--- src/rtl/rotary_edit_ctrl.sv ---
`default_nettype none
// ============================================================================
// Module   : rotary_edit_ctrl
// Purpose  : Four-digit BCD value editor driven by a rotary encoder and one
//            push-button. A short press enters edit mode and then moves the
//            edit cursor. Rotation changes the selected digit. A long press
//            commits the edit; in view mode a long press clears the value.
//            An idle edit session is abandoned after a timeout. The block also
//            drives a multiplexed 4-digit display and blinks the selected
//            digit while editing.
// Ports    : clk          system clock, rising edge
//            rst          asynchronous reset, active low
//            step_cw      one-cycle pulse, one clockwise detent
//            step_ccw     one-cycle pulse, one counter-clockwise detent
//            key          debounced push-button level, 1 = pressed
//            tick_1ms     one-cycle strobe per millisecond
//            value        committed value, 4 BCD digits, [3:0] = digit 0
//            commit       one-cycle pulse, coincident with an updated value
//            edit_active  high while editing
//            digit_sel    index of the digit being edited
//            fnd_com      digit enables, active-low one-hot
//            fnd_bcd      BCD code of the scanned digit
//            fnd_blank    scanned digit must be dark
// Revision : 1.0 - initial release
// ============================================================================
module rotary_edit_ctrl #(
    parameter int LONG_MS    = 1000,
    parameter int TIMEOUT_MS = 5000,
    parameter int BLINK_MS   = 250
) (
    input  logic        clk,
    input  logic        rst,
    input  logic        step_cw,
    input  logic        step_ccw,
    input  logic        key,
    input  logic        tick_1ms,
    output logic [15:0] value,
    output logic        commit,
    output logic        edit_active,
    output logic [1:0]  digit_sel,
    output logic [3:0]  fnd_com,
    output logic [3:0]  fnd_bcd,
    output logic        fnd_blank
);

    localparam int c_hold_w  = $clog2(LONG_MS + 1);
    localparam int c_to_w    = $clog2(TIMEOUT_MS + 1);
    localparam int c_blink_w = $clog2(BLINK_MS + 1);

    localparam logic [c_hold_w-1:0]  c_long_cnt  = c_hold_w'(LONG_MS);
    localparam logic [c_to_w-1:0]    c_to_cnt    = c_to_w'(TIMEOUT_MS);
    localparam logic [c_blink_w-1:0] c_blink_end = c_blink_w'(BLINK_MS - 1);

    typedef enum logic [1:0] {
        ST_VIEW   = 2'd0,
        ST_EDIT   = 2'd1,
        ST_COMMIT = 2'd2
    } state_t;

    state_t                state_q,     state_d;
    logic                  key_q,       key_d;
    logic [c_hold_w-1:0]   hold_cnt_q,  hold_cnt_d;
    logic                  long_done_q, long_done_d;
    logic [c_to_w-1:0]     timeout_q,   timeout_d;
    logic [15:0]           value_q,     value_d;
    logic [15:0]           work_q,      work_d;
    logic                  commit_q,    commit_d;
    logic [1:0]            digit_sel_q, digit_sel_d;
    logic [1:0]            scan_idx_q,  scan_idx_d;
    logic [c_blink_w-1:0]  blink_cnt_q, blink_cnt_d;
    logic                  blink_off_q, blink_off_d;

    logic        w_key_rise;
    logic        w_key_fall;
    logic        w_long_evt;
    logic        w_short_evt;
    logic        w_activity;
    logic        w_blink_restart;
    logic [3:0]  w_cur_digit;
    logic [15:0] w_shown;

    function automatic logic [3:0] bcd_up(input logic [3:0] d);
        return (d >= 4'd9) ? 4'd0 : d + 4'd1;
    endfunction

    function automatic logic [3:0] bcd_dn(input logic [3:0] d);
        return ((d == 4'd0) || (d > 4'd9)) ? 4'd9 : d - 4'd1;
    endfunction

    // Key event detection
    always_comb begin
        w_key_rise  = key & ~key_q;
        w_key_fall  = ~key & key_q;
        // long_done_q still belongs to the previous press in a rise cycle,
        // so the rise itself is excluded explicitly.
        w_long_evt  = key & ~w_key_rise & ~long_done_q & (hold_cnt_q == c_long_cnt);
        w_short_evt = w_key_fall & ~long_done_q;
        w_activity  = step_cw | step_ccw | w_key_rise | w_key_fall;

        key_d       = key;
        hold_cnt_d  = hold_cnt_q;
        long_done_d = long_done_q | w_long_evt;
        if (w_key_rise) begin
            hold_cnt_d  = '0;
            long_done_d = 1'b0;
        end else if (key && tick_1ms && (hold_cnt_q != c_long_cnt)) begin
            hold_cnt_d  = hold_cnt_q + 1'b1;
        end
    end

    // Edit state machine
    always_comb begin
        state_d         = state_q;
        value_d         = value_q;
        work_d          = work_q;
        commit_d        = 1'b0;
        digit_sel_d     = digit_sel_q;
        timeout_d       = timeout_q;
        w_blink_restart = 1'b0;
        w_cur_digit     = work_q[{digit_sel_q, 2'b00} +: 4];

        case (state_q)
            ST_VIEW: begin
                timeout_d = '0;
                if (w_long_evt) begin
                    value_d  = 16'h0000;
                    commit_d = 1'b1;
                end else if (w_short_evt) begin
                    state_d         = ST_EDIT;
                    work_d          = value_q;
                    digit_sel_d     = 2'd0;
                    w_blink_restart = 1'b1;
                end
            end
            ST_EDIT: begin
                // Steps use the current digit_sel, so a step coinciding with
                // a key event lands on the digit selected before the event.
                if (step_cw && !step_ccw) begin
                    work_d[{digit_sel_q, 2'b00} +: 4] = bcd_up(w_cur_digit);
                end else if (step_ccw && !step_cw) begin
                    work_d[{digit_sel_q, 2'b00} +: 4] = bcd_dn(w_cur_digit);
                end

                if (w_activity) begin
                    timeout_d = '0;
                end else if (tick_1ms && (timeout_q != c_to_cnt)) begin
                    timeout_d = timeout_q + 1'b1;
                end

                if (w_long_evt) begin
                    state_d = ST_COMMIT;
                end else if (w_short_evt) begin
                    digit_sel_d = digit_sel_q + 2'd1;
                end else if (!w_activity && (timeout_q == c_to_cnt)) begin
                    state_d = ST_VIEW;
                end
            end
            ST_COMMIT: begin
                value_d   = work_q;
                commit_d  = 1'b1;
                timeout_d = '0;
                state_d   = ST_VIEW;
            end
            default: begin
                state_d = ST_VIEW;
            end
        endcase
    end

    // Display scan and blink
    always_comb begin
        scan_idx_d  = tick_1ms ? scan_idx_q + 2'd1 : scan_idx_q;
        blink_cnt_d = blink_cnt_q;
        blink_off_d = blink_off_q;
        if (w_blink_restart) begin
            blink_cnt_d = '0;
            blink_off_d = 1'b0;
        end else if (tick_1ms) begin
            if (blink_cnt_q >= c_blink_end) begin
                blink_cnt_d = '0;
                blink_off_d = ~blink_off_q;
            end else begin
                blink_cnt_d = blink_cnt_q + 1'b1;
            end
        end
    end

    always_ff @(posedge clk or negedge rst) begin
        if (!rst) begin
            state_q     <= ST_VIEW;
            key_q       <= 1'b0;
            hold_cnt_q  <= '0;
            long_done_q <= 1'b0;
            timeout_q   <= '0;
            value_q     <= 16'h0000;
            work_q      <= 16'h0000;
            commit_q    <= 1'b0;
            digit_sel_q <= 2'd0;
            scan_idx_q  <= 2'd0;
            blink_cnt_q <= '0;
            blink_off_q <= 1'b0;
        end else begin
            state_q     <= state_d;
            key_q       <= key_d;
            hold_cnt_q  <= hold_cnt_d;
            long_done_q <= long_done_d;
            timeout_q   <= timeout_d;
            value_q     <= value_d;
            work_q      <= work_d;
            commit_q    <= commit_d;
            digit_sel_q <= digit_sel_d;
            scan_idx_q  <= scan_idx_d;
            blink_cnt_q <= blink_cnt_d;
            blink_off_q <= blink_off_d;
        end
    end

    always_comb begin
        value       = value_q;
        commit      = commit_q;
        edit_active = (state_q == ST_EDIT);
        digit_sel   = digit_sel_q;
        fnd_com     = ~(4'b0001 << scan_idx_q);
        w_shown     = edit_active ? work_q : value_q;
        fnd_bcd     = w_shown[{scan_idx_q, 2'b00} +: 4];
        fnd_blank   = edit_active & (scan_idx_q == digit_sel_q) & blink_off_q;
    end

endmodule
`default_nettype wire

--- config.mk ---
export PLATFORM = sky130hd
export DESIGN_NAME = rotary_edit_ctrl
export DESIGN_NICKNAME = d
export VERILOG_FILES = /design/src/rtl/rotary_edit_ctrl.sv
export SDC_FILE = /design/constraint.sdc
export NUM_CORES = 1
export LEC_CHECK = 0
export ABC_AREA = 1
export BUFFER_PORTS_ARGS = -buffer_cell sky130_fd_sc_hd__buf_2
export CORE_MARGIN = 8
export CORE_UTILIZATION = 50
export CTS_CLUSTER_SIZE = 30
export DETAILED_ROUTE_END_ITERATION = 7
export GPL_ROUTABILITY_DRIVEN = 0
export PLACE_DENSITY = 0.7
export SETUP_SLACK_MARGIN = 0.05
export SLEW_MARGIN = 40
export SYNTH_ARGS = -nofsm -noshare
export SYNTH_HDL_FRONTEND = slang
export SYNTH_SLANG_ARGS = --single-unit
--- constraint.sdc ---
create_clock -name clk -period 1.8 [get_ports clk]
set_input_delay 0 -clock clk [delete_from_list [all_inputs] [get_ports clk]]
set_output_delay 0 -clock clk [all_outputs]
set_load 0.01 [all_outputs]
==> flow_metrics.env <==
export IMPL_synth_top_area_cell="dfrtp_1"
export IMPL_timing_fmax_mhz=516
export IMPL_synthArstFlopShare_pct=100
export IMPL_via_count=4760
export IMPL_crit_fanout=8
export IMPL_postRouteWirelength_mm=13.7
export IMPL_ys_seq_area_share_pct=38.4
export IMPL_synthAdderAreaFrac_pct=4.99
export IMPL_ys_seq_elements=73
export IMPL_routed_top_layer="met4"
export IMPL_final_max_slew_viol_count=0
export IMPL_synth_cell_area_um2=4760
export IMPL_rows=35
export IMPL_grt_pass1_wl_mm=21.4
export IMPL_critPathRequiredTime_ns=2.07
export IMPL_ys_types=41
export IMPL_ys_flop_type="dfrtp_1"
export IMPL_drc=0
export IMPL_setup_violations=17
export IMPL_synth_xor_area_share_pct=1.84
export IMPL_die_h_um=114
export IMPL_dieArea_um2=12900
export IMPL_min_period_ns=1.94
export IMPL_initial_core_util_pct=51.6
export IMPL_drive_gt1_share_pct=28.4
export IMPL_fillCellCount=779
export IMPL_core_area_um2=9240
export IMPL_violations="setup timing"
export IMPL_relSlewSlack_pct=61.4
export IMPL_fin_crit_sh_pct=108
export IMPL_post_drt_wl_per_cell_um=15.7
export IMPL_synthMuxAreaShare_pct=0
export IMPL_htree_levels=3
export IMPL_synth_edf_count=0
export IMPL_dr_pass1_iters=5
export IMPL_synth_area_top_cells="dfrtp_1, nand2_1, inv_1"
export IMPL_power_leakage_nw=2.85
export IMPL_stdcell_area_um2=6080
export IMPL_worst_path_most_repeated_cell="nand2_2"
export IMPL_drt_iter0_markers=294
export IMPL_place_area_um2=5310
export IMPL_synth_top_family_by_area="simple AND/OR/NAND/NOR gates"
export IMPL_vias_per_cell=5.44
export IMPL_diodes=0
export IMPL_clk_latency_ns=0.35
export IMPL_hp_start="step_ccw"
export IMPL_crit_path_start="digit_sel[0]"
export IMPL_ant_nets=0
export IMPL_cts_clk_slew_worst_paths_ns=0.08
export IMPL_hold_violations=0
export IMPL_syn_to_final_growth_pct=27.6
export IMPL_grt_usage_pct=20.5
export IMPL_syn_area_per_cell_um2=7.32
export IMPL_worstMarginPinSlew_ns=0.579
export IMPL_worstReg2RegStart="digit_sel[0]"
export IMPL_path_cells="inv_4, nand2_2, nand3_2, nand2_4, inv_4, ha_4, inv_4, nand3_2, nand2_2, nand2_2, nand2_4, nand3_2, nor2_4, nand2_2, a21boi_1"
export IMPL_max_stage_delay_ns=0.47
export IMPL_routed_wl_met2_mm=6.59
export IMPL_port_buffers=34
export IMPL_clock_skew_final_ns=0.00878
export IMPL_hold_class="input port to flip-flop"
export IMPL_wl_met1_mm=5.92
export IMPL_post_place_cells=835
export IMPL_rsz0062_at_grt="yes"
export IMPL_clock_sinks=73
export IMPL_crit_slowest_cell="dfrtp_2"
export IMPL_path_buf_inv=3
export IMPL_grt_pass1_vias=4429
export IMPL_design_portCount=35
export IMPL_root_buffer="clkbuf_8"
export IMPL_cts_buffers_inserted=9
export IMPL_synth_top_area_share_pct=38.4
export IMPL_wl_met3_um=907
export IMPL_grt_max_degree=43
export IMPL_gr_total_overflow=0
export IMPL_start_kind="flip-flop"
export IMPL_setup_ws_ns=-0.138
export IMPL_fin_cells=875
export IMPL_dieWidth_um=114
export IMPL_antenna_found_initial=0
export IMPL_crit_path_end_kind="flip-flop"
export IMPL_crit_type="flip-flop to flip-flop"
export IMPL_yosys_area_share_simple_pct=31.7
export IMPL_ys_warn_count=0
export IMPL_holdWs_ns=0.0224
export IMPL_p_per_area_nw_per_um2=1440
export IMPL_max_cap_violations=0
export IMPL_clockBufferDepth=2
export IMPL_synth_nets=676
export IMPL_cpLargestDelayFamily="simple AND/OR/NAND/NOR gates"
export IMPL_worstPathArrival_ns=2.21
export IMPL_fin_nets=766
export IMPL_power_w=0.00876
export IMPL_synth_compound_area_share_pct=12.7
export IMPL_dp_hpwl_mm=9.56
export IMPL_syn_inst=651
export IMPL_cts_tree="yes"
export IMPL_vdd_ir_drop_max_v=0.000631
export IMPL_run_status="finished, violations left"
[cell type report]
class | count | area [µm²] | area share (%)
multi-input cells | 459 | 2750 | 45.2
flip-flops and latches | 73 | 1830 | 30.1
repair buffers | 94 | 727 | 12.0
inverters | 104 | 409 | 6.73
well taps | 129 | 161 | 2.66
clock buffers | 10 | 138 | 2.26
clock inverters | 6 | 66.3 | 1.09
[worst paths after layout]
path | endpoint | cells past startpoint | slack [ns]
max reg2reg | work_q[13] | 15 | -0.14
max | work_q[13] | 15 | -0.14
min | timeout_q[2] | 4 | 0.02
min in group asynchronous | value[5] | 2 | 0.19
max in group asynchronous | timeout_q[10] | 3 | 0.96
min reg2reg | hold_cnt_q[7] | 2 | 0.52
[flip-flops by register name (all words and copies together), names as in the netlist]
register / count
value: 16
work_q: 16
timeout_q: 13
hold_cnt_q: 10
blink_cnt_q: 8
digit_sel: 2
scan_idx_q: 2
state_q: 2
blink_off_q: 1
commit: 1
key_q: 1
long_done_q: 1
[cells in the final DEF, fill, tap and decap left out, types with 4 or more instances in the layout]
cell type and count:
ha_4 4, inv_1 82, inv_2 14, inv_4 6, nand3_1 39, nor2_2 5
buf_2 33, nand3_2 13, o21ai_0 18, a21oi_1 15, dfrtp_1 70, nor3_1 20
nand2_1 128, nor2_1 60, nand2_4 7, clkinvlp_4 4, nand4_1 12, buf_4 49
o21ai_1 30, nand2_2 24, buf_12 4, clkbuf_8 10, o211ai_1 10, nor2_4 8
a21boi_1 7, xor2_1 10, ha_1 13
[synth_stat cells, drive strengths merged, types with 3 or more instances]
cell    instances
nor2           73
ha             19
inv           103
buf             9
xor2           10
a21boi          7
a22oi           3
clkbuf          7
nand2         159
nor3           22
o211ai         10
dfrtp          73
a21oi          19
nand4          12
nor4            5
o21ai          52
nand3          55
[stage by stage]
| step | utilization, % | setup TNS (ns) | setup slack [ns] |
|---|---|---|---|
| after floorplan | - | -1.02 | -0.113 |
| after global placement | 57.4 | -0.356 | -0.0497 |
| after detailed placement | 57.4 | -1.55 | -0.149 |
| after CTS | 62.2 | -0.505 | -0.0610 |
| after global routing | 65.8 | -3.73 | -0.301 |
| final | 65.8 | -1.23 | -0.138 |
[metal layers]
layer,vias up,track usage [%]
met5,-,0
met4,0,7.90
met3,36,3.22
met2,182,33.9
met1,2254,26.3
li1,2288,-
[power by group]
part / internal, W / switching, W / total (W)
logic: 0.00205 / 0.00302 / 0.00506
clock network: 0.000680 / 0.000656 / 0.00134
registers: 0.00196 / 0.000398 / 0.00236
total: 0.00469 / 0.00407 / 0.00876
[tightest hold or removal path, stage by stage]
cell	delay, ns
buf_2	0.11
nor4_4	0.07
nand3_1	0.07
a22oi_1	0.08
[logic make-up (layout without fill, tap and decap cells)]
group	Yosys count	count (layout)
flip-flops	73	73
adder cells (fa/ha/maj)	19	19
buffers and inverters	120	214
AND/OR/NAND/NOR	329	330
XOR/XNOR	10	10
AO/OA/AOI/OAI	100	100
[what timing repair did]
item | CTS | global route
buffers inserted | 6 | 12
hold buffers | 3 | 0
endpoints found under the setup margin | 24 | 60
hold endpoints to repair | 42 | 0
gates cloned | 1 | 2
gates resized for setup | 42 | 61
pin swaps | 18 | 33
(Power assumes the default switching activity.)
